## src/rtl/data_bus_bridge.sv

```systemverilog
// data_bus_bridge: turns single-cycle CPU data-port loads/stores into one
// valid/ready request plus one response on the memory bus. The CPU is stalled
// until the response arrives, or until the response timeout fires and a bus
// error is flagged.
module data_bus_bridge #(
    parameter int unsigned TIMEOUT   = 255,
    parameter int unsigned TIMEOUT_W = 8,
    parameter logic [31:0] ERR_DATA  = 32'hDEADBEEF
) (
    input  logic        clk,
    input  logic        rst_n,
    input  logic [31:0] cpu_addr,
    input  logic        cpu_ren,
    input  logic        cpu_wen,
    input  logic [31:0] cpu_wr,
    input  logic [3:0]  cpu_wstrb,
    output logic [31:0] cpu_rd,
    output logic        cpu_stall,
    output logic        mem_req_valid,
    input  logic        mem_req_ready,
    output logic        mem_req_we,
    output logic [31:0] mem_req_addr,
    output logic [31:0] mem_req_wdata,
    output logic [3:0]  mem_req_wstrb,
    input  logic        mem_rsp_valid,
    input  logic [31:0] mem_rsp_rdata,
    output logic        bus_err,
    output logic        bus_err_sticky
);

    typedef enum logic [1:0] {StIdle, StReq, StWait, StDone} state_e;

    localparam logic [TIMEOUT_W-1:0] TimeoutVal = TIMEOUT_W'(TIMEOUT);

    state_e                 state_q, state_d;
    logic [TIMEOUT_W-1:0]   cnt_q, cnt_d;
    logic [31:0]            rd_q, rd_d;
    logic [31:0]            addr_q, addr_d;
    logic [31:0]            wdata_q, wdata_d;
    logic [3:0]             wstrb_q, wstrb_d;
    logic                   we_q, we_d;
    logic                   valid_q, valid_d;
    logic                   err_q, err_d;
    logic                   sticky_q, sticky_d;

    // Byte offset is dropped: the bus is word addressed, strobes select bytes.
    logic unused_addr;
    assign unused_addr = ^cpu_addr[1:0];

    // Next-state logic for the request/response sequencer.
    always_comb begin
        state_d  = state_q;
        cnt_d    = cnt_q;
        rd_d     = rd_q;
        addr_d   = addr_q;
        wdata_d  = wdata_q;
        wstrb_d  = wstrb_q;
        we_d     = we_q;
        valid_d  = valid_q;
        err_d    = 1'b0;
        sticky_d = sticky_q;
        unique case (state_q)
            StIdle: begin
                if (cpu_ren || cpu_wen) begin
                    // A simultaneous load and store is treated as a store.
                    addr_d  = {cpu_addr[31:2], 2'b00};
                    we_d    = cpu_wen;
                    wdata_d = cpu_wr;
                    wstrb_d = cpu_wen ? cpu_wstrb : 4'b0000;
                    valid_d = 1'b1;
                    state_d = StReq;
                end
            end
            StReq: begin
                // No timeout here: the slave may back-pressure indefinitely.
                if (mem_req_ready) begin
                    valid_d = 1'b0;
                    state_d = StWait;
                end
            end
            StWait: begin
                cnt_d = cnt_q + 1'b1;
                // A response in the final counted cycle still beats the timeout.
                if (mem_rsp_valid) begin
                    if (!we_q) begin
                        rd_d = mem_rsp_rdata;
                    end
                    state_d = StDone;
                end else if (cnt_d == TimeoutVal) begin
                    if (!we_q) begin
                        rd_d = ERR_DATA;
                    end
                    err_d    = 1'b1;
                    sticky_d = 1'b1;
                    state_d  = StDone;
                end
            end
            StDone: begin
                cnt_d   = '0;
                state_d = StIdle;
            end
            default: begin
                state_d = StIdle;
            end
        endcase
    end

    // State and registered outputs; reset abandons any transaction in flight.
    always_ff @(posedge clk or negedge rst_n) begin
        if (!rst_n) begin
            state_q  <= StIdle;
            cnt_q    <= '0;
            rd_q     <= '0;
            addr_q   <= '0;
            wdata_q  <= '0;
            wstrb_q  <= '0;
            we_q     <= 1'b0;
            valid_q  <= 1'b0;
            err_q    <= 1'b0;
            sticky_q <= 1'b0;
        end else begin
            state_q  <= state_d;
            cnt_q    <= cnt_d;
            rd_q     <= rd_d;
            addr_q   <= addr_d;
            wdata_q  <= wdata_d;
            wstrb_q  <= wstrb_d;
            we_q     <= we_d;
            valid_q  <= valid_d;
            err_q    <= err_d;
            sticky_q <= sticky_d;
        end
    end

    // Stall is combinational so the CPU freezes in the very cycle it issues.
    assign cpu_stall = ((state_q == StIdle) && (cpu_ren || cpu_wen))
                     || (state_q == StReq) || (state_q == StWait);

    assign cpu_rd         = rd_q;
    assign mem_req_valid  = valid_q;
    assign mem_req_we     = we_q;
    assign mem_req_addr   = addr_q;
    assign mem_req_wdata  = wdata_q;
    assign mem_req_wstrb  = wstrb_q;
    assign bus_err        = err_q;
    assign bus_err_sticky = sticky_q;

endmodule

```

## config.mk

```make
export PLATFORM = sky130hd
export DESIGN_NAME = data_bus_bridge
export DESIGN_NICKNAME = d
export VERILOG_FILES = /design/src/rtl/data_bus_bridge.sv
export SDC_FILE = /design/constraint.sdc
export NUM_CORES = 1
export LEC_CHECK = 0
export BUFFER_PORTS_ARGS = -buffer_cell sky130_fd_sc_hd__buf_2
export CAP_MARGIN = 5
export CORE_MARGIN = 2
export CORE_UTILIZATION = 45
export CTS_BUF_LIST = sky130_fd_sc_hd__clkbuf_4 sky130_fd_sc_hd__clkbuf_8
export CTS_CLUSTER_DIAMETER = 80
export CTS_CLUSTER_SIZE = 28
export DETAILED_ROUTE_END_ITERATION = 10
export GPL_TIMING_DRIVEN = 0
export PLACE_DENSITY_LB_ADDON = 0.2
export SLEW_MARGIN = 20
export SYNTH_ARGS = -nofsm -noshare
export SYNTH_HDL_FRONTEND = slang
export SYNTH_SLANG_ARGS = --single-unit
```

## constraint.sdc

```tcl
create_clock -name clk -period 2.45 [get_ports clk]
set_input_delay 0.3675 -clock clk [delete_from_list [all_inputs] [get_ports clk]]
set_output_delay 0.3675 -clock clk [all_outputs]
set_load 0.05 [all_outputs]
```

* Yosys cells after proc, flatten, opt, wreduce, memory -nomap -nowiden *
Cells that the tools add are included.

cells by class
  reductions and logical operators = 13
  equal/unequal tests = 7
  muxes and demuxes = 17
  $add $sub $neg = 1
  bitwise logic cells = 2

operators by type and width
  cell                 count
  $mux 32              4
  $pmux 8 s2           1
  $reduce_and 3->1     4
  $add 8x1->8 const B  1
  $eq 8x8->1 const B   1
  $mux 2               4
  $pmux 2 s4           1
  $reduce_bool 2->1    3
  $mux 1               5
  $eq 2x2->1 const B   2
  $mux 4               1
  $ne 2x2->1 const B   2
  $logic_or 1x1->1     3
  $ne 3x3->1 const B   1
  $eq 2x1->1 const B   1
  $logic_not 2->1      1
  $not 1->1            2
  $pmux 1 s2           1
  $reduce_and 2->1     1
  $logic_and 1x1->1    1

word-level totals
  register bits after elaboration = 112
  output and inout bits = 105
  word-level logic and storage cells = 50

* Depth between registers and ports, before layout *
Gate-level depths: netlist of the first run.

  depth in word-level cells = 5
  gate-level depth with buffers = 8
  depth with buffers taken out = 7

* Least setup slack after synthesis of the first run *
Ideal clock, no wire load.

  path kind = reg2out
  start = reg state_q[0]
  end = out cpu_stall
  required time = 2.082 ns
  slack = 0.293 ns
  cell stages (with the launch flop) = 8
  arrival time = 1.789 ns
  path buffers = 3
  cells stage by stage = dfrtp_1 > inv_1 > ha_1 > clkbuf_1 > o21ai_1 > buf_2 > buf_2 > nand2_1

on the way
  longest elaborated chain between the ends = 4
  elaborated cells on any way between the ends = 6

ends and longest elaborated chain
  what                    line  RTL
  start, declared         35    state_e state_q, state_d;
  start signal, assigned  111   state_q <= StIdle;
  start signal, assigned  122   state_q <= state_d;
  $logic_not 2->1         136   assign cpu_stall = ((state_q == StIdle) && (cpu_ren || cpu_wen))
  $logic_and 1x1->1       136
  $logic_or 1x1->1        137   || (state_q == StReq) || (state_q == StWait);
  $logic_or 1x1->1 (*)    137
  end, declared           18    output logic cpu_stall,

Every way passes the cells marked *; elsewhere a longest branch is shown, timed or not.

* Final worst setup path of the first run *
Same ends and word-level chain as after synthesis.

==> run_results.csv, run 1 <==
group,metric,value,unit
route,drtIter0Drc,152,
outcome,status,"finished clean",
sta,period_share,0.906,
grt,grt_max_degree,58,
cts,clockBufferDepth,2,
finish,finish.net_count,723,
route,wl_per_cell,15.4,um
worst_setup_path,crit_required,2080,ps
floorplan,die_w,106,um
sta,layout_setup_ws,231,ps
finish,final_cell_area,0.00623,mm^2
route,vias_per_cell,5.05,
grt,grt_pass1_vias,3847,
floorplan,fp-row-count,37,
finish,fin_util,0.607,
sta,fmax,451,MHz
finish,drive_above_1_share,0.485,
synthesis,synthArstFlopShare,1.00,
synthesis,yosys-top-cells-area,"dfrtp_1 59%, mux2_2 15%, nor2_1 3.2%",
synthesis,synth.distinct_cells,40,
worst_setup_path,path_max_fanout,19,
worst_setup_path,regToRegStartpoint,"state_q[0]",
worst_setup_path,slowest_delay,410,ps
finish,area_delta_synth_final,31.9,%
placement,dpl_cell_area,0.00595,mm^2
placement,io_buffers,204,
min_path,hold_depth,2,
worst_setup_path,slowest_stage,"dfrtp_1",
finish,diodes,0,
sta,skew,8.16,ps
min_path,hp-start,"cpu_addr[21]",
cts,cts_tree,"done",
route,drt_wl_total,11500,um
worst_setup_path,reg2reg_slack,320,ps
synthesis,synth_area_per_cell,12.0,um^2
synthesis,synth_top_area_cell,"dfrtp_1",
grt,grt_pass1_wl,18500,um
worst_setup_path,reg2regPathDepth,8,
cts,numCtsBuffers,9,
route,ant_nets,0,
floorplan,die_y,106,um
sta,fin_crit,2220,ps
sta,rsz0062_at_grt,"no",
power,cellPowerDensity,1690,mW/mm^2
grt,gr-total-overflow,0,
floorplan,dieArea,0.0113,mm^2
power,irDropWorstVdd,1120,uV
worst_setup_path,cp_top_family,"buffers and inverters",
grt,gr-usage-all-layers,0.206,
worst_setup_path,endpoint_kind,"primary output",
sta,hold_violations,0,
grt,antenna_found_initial,1,
cts,cts_sinks,112,
floorplan,ios,211,
route,drc,0,
synthesis,synth-seq-area-share,0.593,
cts,path_clk_slew,110,ps
worst_setup_path,cp-start-kind,"flip-flop",
floorplan,core,0.0103,mm^2
sta,max-slew-margin-rel,0.616,
synthesis,synth_cells,394,
synthesis,synth.most_common_cell,"dfrtp_1",
synthesis,yosys_warnings,0,
placement,post-place-ws,-126,ps
sta,hold_ws,218,ps
finish,n_fill_cell,913,
synthesis,synth_top_cell_area_share,0.593,
sta,drv_slew,0,
placement,dpl.hpwl,8630,um
cts,cts_setup_buffers,0,
worst_setup_path,worst_ep_arrival_time,1850,ps
worst_setup_path,path_cells,"inv_1, ha_4, o21ai_2, buf_6, nand2_1, buf_4",
cts,htreeDepth,3,
route,dr.pass1.iters,4,
placement,gp_congestion,0.780,
synthesis,synthFlopType,"dfrtp_1",
synthesis,synth_area,0.00473,mm^2
sta,setup_violations,0,
worst_setup_path,path_class,"flip-flop to primary output",
route,via_count,3790,
worst_setup_path,crit_buf_inv,3,
sta,tightest_slew,576,ps
flow_run,drv_cap,0,
min_path,hold_path_class,"input pin to flip-flop",
synthesis,ys_seq_elements,112,
power,p_leak,3.09,nW
cts,cts-root-buf,"clkbuf_8",
floorplan,start_util,0.460,
worst_setup_path,r2r_end,"cpu_rd[25]",
synthesis,synth_edf_count,0,
synthesis,synth_common_cells,"112 x dfrtp_1, 62 x mux2_2, 40 x nor2_1",
cts,clock_latency,370,ps
min_path,hold_end,"mem_req_addr[21]",
## timing repair
action,4_1_cts,5_1_grt
endpoints found under the hold margin,55,0
gates cloned,0,0
hold buffers,1,0
gates resized for setup,6,2
setup endpoints to repair,1,1
## logic make-up (layout without fill, tap and decap cells)
kind of cell	Yosys count	count (layout)	synth area share
fa+ha+maj	7	7	0.0185
flops	112	112	0.593
mux	63	63	0.150
compound gates	77	77	0.101
xor+xnor	8	8	0.0148
simple gates	93	93	0.0906
buf+inv	33	253	0.0318
other cells	1	2	0.000794
## cell type report
class                   count  area (um^2)  share of cell area
plain buffers              25          126              0.0203
multi-input cells         250         1790               0.288
inverters                   6         22.5             0.00361
flip-flops and latches    112         2800               0.450
repair buffers            206         1070               0.171
well taps                 136          170              0.0273
clock buffers              10          138              0.0221
clock inverters             6          115              0.0185
## cells in the final DEF, fill, tap and decap left out, types with 4 or more instances in the layout
cell type    n
dfrtp_1    112
nand3_1     10
buf_6        4
clkbuf_8    10
buf_2      203
nor2_1      40
o21ai_0     12
inv_1        6
clkbuf_1    15
ha_1         6
nand2b_1    11
mux2_2      62
a21oi_1     24
nand2_1     19
o22ai_1     24
a22oi_1      8
xor2_1       6
## report_power, final
part / switching, mW / total [mW] / internal, mW
sequential: 0.503 / 3.19 / 2.69
clock: 0.641 / 1.35 / 0.713
combinational: 4.24 / 5.96 / 1.72
total: 5.39 / 10.5 / 5.12
## through the flow
step,TNS (ps),cells,power [mW]
6_report,0,751,10.5
4_1_cts,0,752,10.6
5_1_grt,0,751,11.1
2_1_floorplan,0,395,7.72
3_5_place_dp,-126,736,9.17
3_3_place_gp,-31140,735,9.00
## state kept, by name, summed over array words and instances (netlist names)
signal          flops
mem_req_we          1
mem_req_addr       30
bus_err             1
state_q             2
cnt_q               8
bus_err_sticky      1
cpu_rd             32
mem_req_valid       1
mem_req_wstrb       4
mem_req_wdata      32
## worst max path at each step
| stage | startpoint | endpoint | cells after the start |
|---|---|---|---|
| finish | state_q[0] | cpu_stall | 6 |
| global route | state_q[0] | cpu_rd[27] | 8 |
| CTS | state_q[0] | cpu_stall | 7 |
| detailed placement | state_q[0] | cpu_stall | 8 |
| global placement | rst_n | mem_req_wdata[5] | 1 |
| floorplan | state_q[0] | cpu_stall | 7 |
## routing by layer
| metal | vias to the layer above | wire (um) | track usage |
|---|---|---|---|
| met1 | 1827 | 4680 | 0.245 |
| met2 | 153 | 5680 | 0.354 |
| met5 | - | 0 | 0 |
| met4 | 0 | 146 | 0.0696 |
| met3 | 14 | 1040 | 0.0668 |
| li1 | 1796 | - | - |
Power figures use the tool's default switching activity.
==> inputs of run 2 (changes only) <==
ABC_AREA = 1   (was not set)
CTS_BUF_LIST = sky130_fd_sc_hd__clkbuf_16   (was sky130_fd_sc_hd__clkbuf_4 sky130_fd_sc_hd__clkbuf_8)
==> run 2 against run 1 <==
Die area shrank 0.89%. Largest cell class unchanged. Worst hold slack lost 14 ps. Wire length grew 0.22%. Critical endpoint unchanged. Non-clock buffer count shrank 2. Power shrank 3.7%. Largest power group unchanged. Highest routed layer unchanged. Cell area shrank 0.18%.
==> run_results.csv, run 2 <==
group,metric,value,unit
outcome,status,"finished clean",
worst_setup_path,path_class,"flip-flop to primary output",
floorplan,start_util,0.458,
finish,diodes,0,
cts,clockBufferDepth,2,
power,p_leak,3.54,nW
floorplan,fp-row-count,37,
route,wl_per_cell,13.1,um
finish,n_fill_cell,918,
finish,regArea,0.00280,mm^2
finish,drive_above_1_share,0.359,
grt,grt_max_degree,58,
synthesis,synth.most_common_cell,"nand2_1",
cts,path_clk_slew,70,ps
sta,rsz0062_at_grt,"no",
cts,cts_sinks,112,
synthesis,synth_top_cell_area_share,0.599,
synthesis,synth_common_cells,"241 x nand2_1, 112 x dfrtp_1, 41 x inv_1",
worst_setup_path,worst_ep_arrival_time,1900,ps
synthesis,synth_cells,525,
power,irDropWorstVdd,960,uV
finish,fin_util,0.608,
cts,numCtsBuffers,9,
sta,setup_violations,0,
grt,grt_pass1_wl,19100,um
grt,grt_pass1_vias,4085,
floorplan,die_y,106,um
floorplan,ios,211,
synthesis,synth_area,0.00468,mm^2
sta,max-slew-margin-rel,0.647,
finish,final_common_cell,"nand2_1",
synthesis,yosys_warnings,0,
cts,clock_latency,350,ps
synthesis,synth_top_area_cell,"dfrtp_1",
synthesis,synth-seq-area-share,0.599,
finish,final_cell_mix,"240 x nand2_1, 205 x buf_2, 112 x dfrtp_1",
finish,area_delta_synth_final,32.9,%
sta,drv_slew,0,
synthesis,synthFlopType,"dfrtp_1",
placement,gp_congestion,0.850,
sta,fin_crit,2270,ps
cts,cts-root-buf,"clkbuf_16",
finish,multi_input_area,0.00161,mm^2
grt,gr-total-overflow,0,
worst_setup_path,endpoint_kind,"primary output",
grt,antenna_found_initial,0,
sta,fmax,441,MHz
finish,finish.net_count,857,
placement,dpl.hpwl,8710,um
sta,skew,8.37,ps
synthesis,ys_seq_elements,112,
flow_run,drv_cap,0,
cts,cts_setup_buffers,0,
sta,layout_setup_ws,182,ps
finish,instances_no_fill,885,
sta,period_share,0.926,
worst_setup_path,path_max_fanout,18,
min_path,hold_path_class,"input pin to flip-flop",
synthesis,synth_edf_count,0,
worst_setup_path,crit_required,2080,ps
placement,post-place-ws,220,ps
route,dr.pass1.iters,4,
floorplan,die_w,106,um
floorplan,core,0.0102,mm^2
cts,htreeDepth,3,
worst_setup_path,cp-start-kind,"flip-flop",
floorplan,dieArea,0.0112,mm^2
route,via_count,4106,
synthesis,yosys-top-cells-area,"dfrtp_1 60%, nand2_1 19%, a21oi_2 4.5%",
sta,tightest_slew,529,ps
route,vias_per_cell,4.64,
placement,placedCellCount,869,
grt,gr-usage-all-layers,0.215,
synthesis,synth.distinct_cells,22,
placement,io_buffers,206,
power,p_total,10.1,mW
cts,cts_tree,"done",
sta,hold_ws,204,ps
route,drt_wl_total,11600,um
route,ant_nets,0,
sta,hold_violations,0,
power,cellPowerDensity,1630,mW/mm^2
synthesis,synthArstFlopShare,1.00,
route,drtIter0Drc,246,
synthesis,synth_area_per_cell,8.92,um^2
route,drc,0,
[run 2: cell types whose count changed after synthesis, sizes merged, moves of 3 or more]
cell    previous run  this run
mux2              62         0
and2               3         0
inv                6        42
buf               10         6
o22ai             24         4
nand2b            11         0
o21ai             13        18
nor2              40        34
a22oi              8         0
nand2             20       243
xor2               6         1
[run 2: power breakdown]
group / internal (mW) / switching (mW) / leakage [nW]
clock network: 0.794 / 0.673 / 0.144
logic: 1.26 / 4.30 / 2.04
registers: 2.66 / 0.431 / 1.36
total: 4.71 / 5.41 / 3.54
[run 2: per-layer routing]
layer,GRT usage,part of all wire,vias up
met5,0,0,-
met4,0.0949,0.020,0
met3,0.0638,0.085,17
met2,0.351,0.47,144
met1,0.265,0.42,1912
li1,-,-,2033
[run 2: what timing repair did]
item,4_1_cts,5_1_grt
gates resized for setup,1,0
hold endpoints to repair,25,0
hold buffers,1,0
endpoints found under the setup margin,1,0
[run 2: worst max-delay path: stages, from the launching register on]
cell and delay [ps]:
dfrtp_1 420, inv_1 130, ha_1 300, nand2_2 280, nand2_1 140, buf_2 280
[run 2: metrics by stage]
stage | setup TNS (ps) | instance area, um^2
detailed placement | 0 | 5920
floorplan | 0 | 4690
finish | 0 | 6220
global route | 0 | 6220
CTS | 0 | 6220
global placement | -29560 | 5890
[run 2: logic make-up after synthesis]
logic type,after synthesis,share of synthesized area
DFF,112,0.599
and+or+nand+nor,293,0.243
adders and majority gates,7,0.0187
other,1,0.000801
xor gates and xnor gates,1,0.00187
AOI/OAI and AO/OA,47,0.0778
buffers and inverters,64,0.0593
[run 2: layout make-up]
cell class                      count  area share
Buffer                             21      0.0187
Clock buffer                        9      0.0362
Clock inverter                      7      0.0111
Inverter                           42      0.0253
Multi-Input combinational cell    350       0.258
Sequential cell                   112       0.450
Tap cell                          136      0.0273
Timing Repair Buffer              208       0.173
[run 2: worst paths after layout]
| check | start | end | slack [ps] | cells after the start |
|---|---|---|---|---|
| max | state_q[0] | cpu_stall | 180 | 5 |
| min | cpu_wr[10] | mem_req_wdata[10] | 200 | 3 |
| max reg2reg | state_q[0] | mem_req_addr[20] | 470 | 7 |
| min reg2reg | mem_req_wdata[1] | mem_req_wdata[1] | 480 | 2 |
| max in group asynchronous | rst_n | mem_req_wdata[30] | 1240 | 3 |
| min in group asynchronous | rst_n | cnt_q[6] | 560 | 2 |
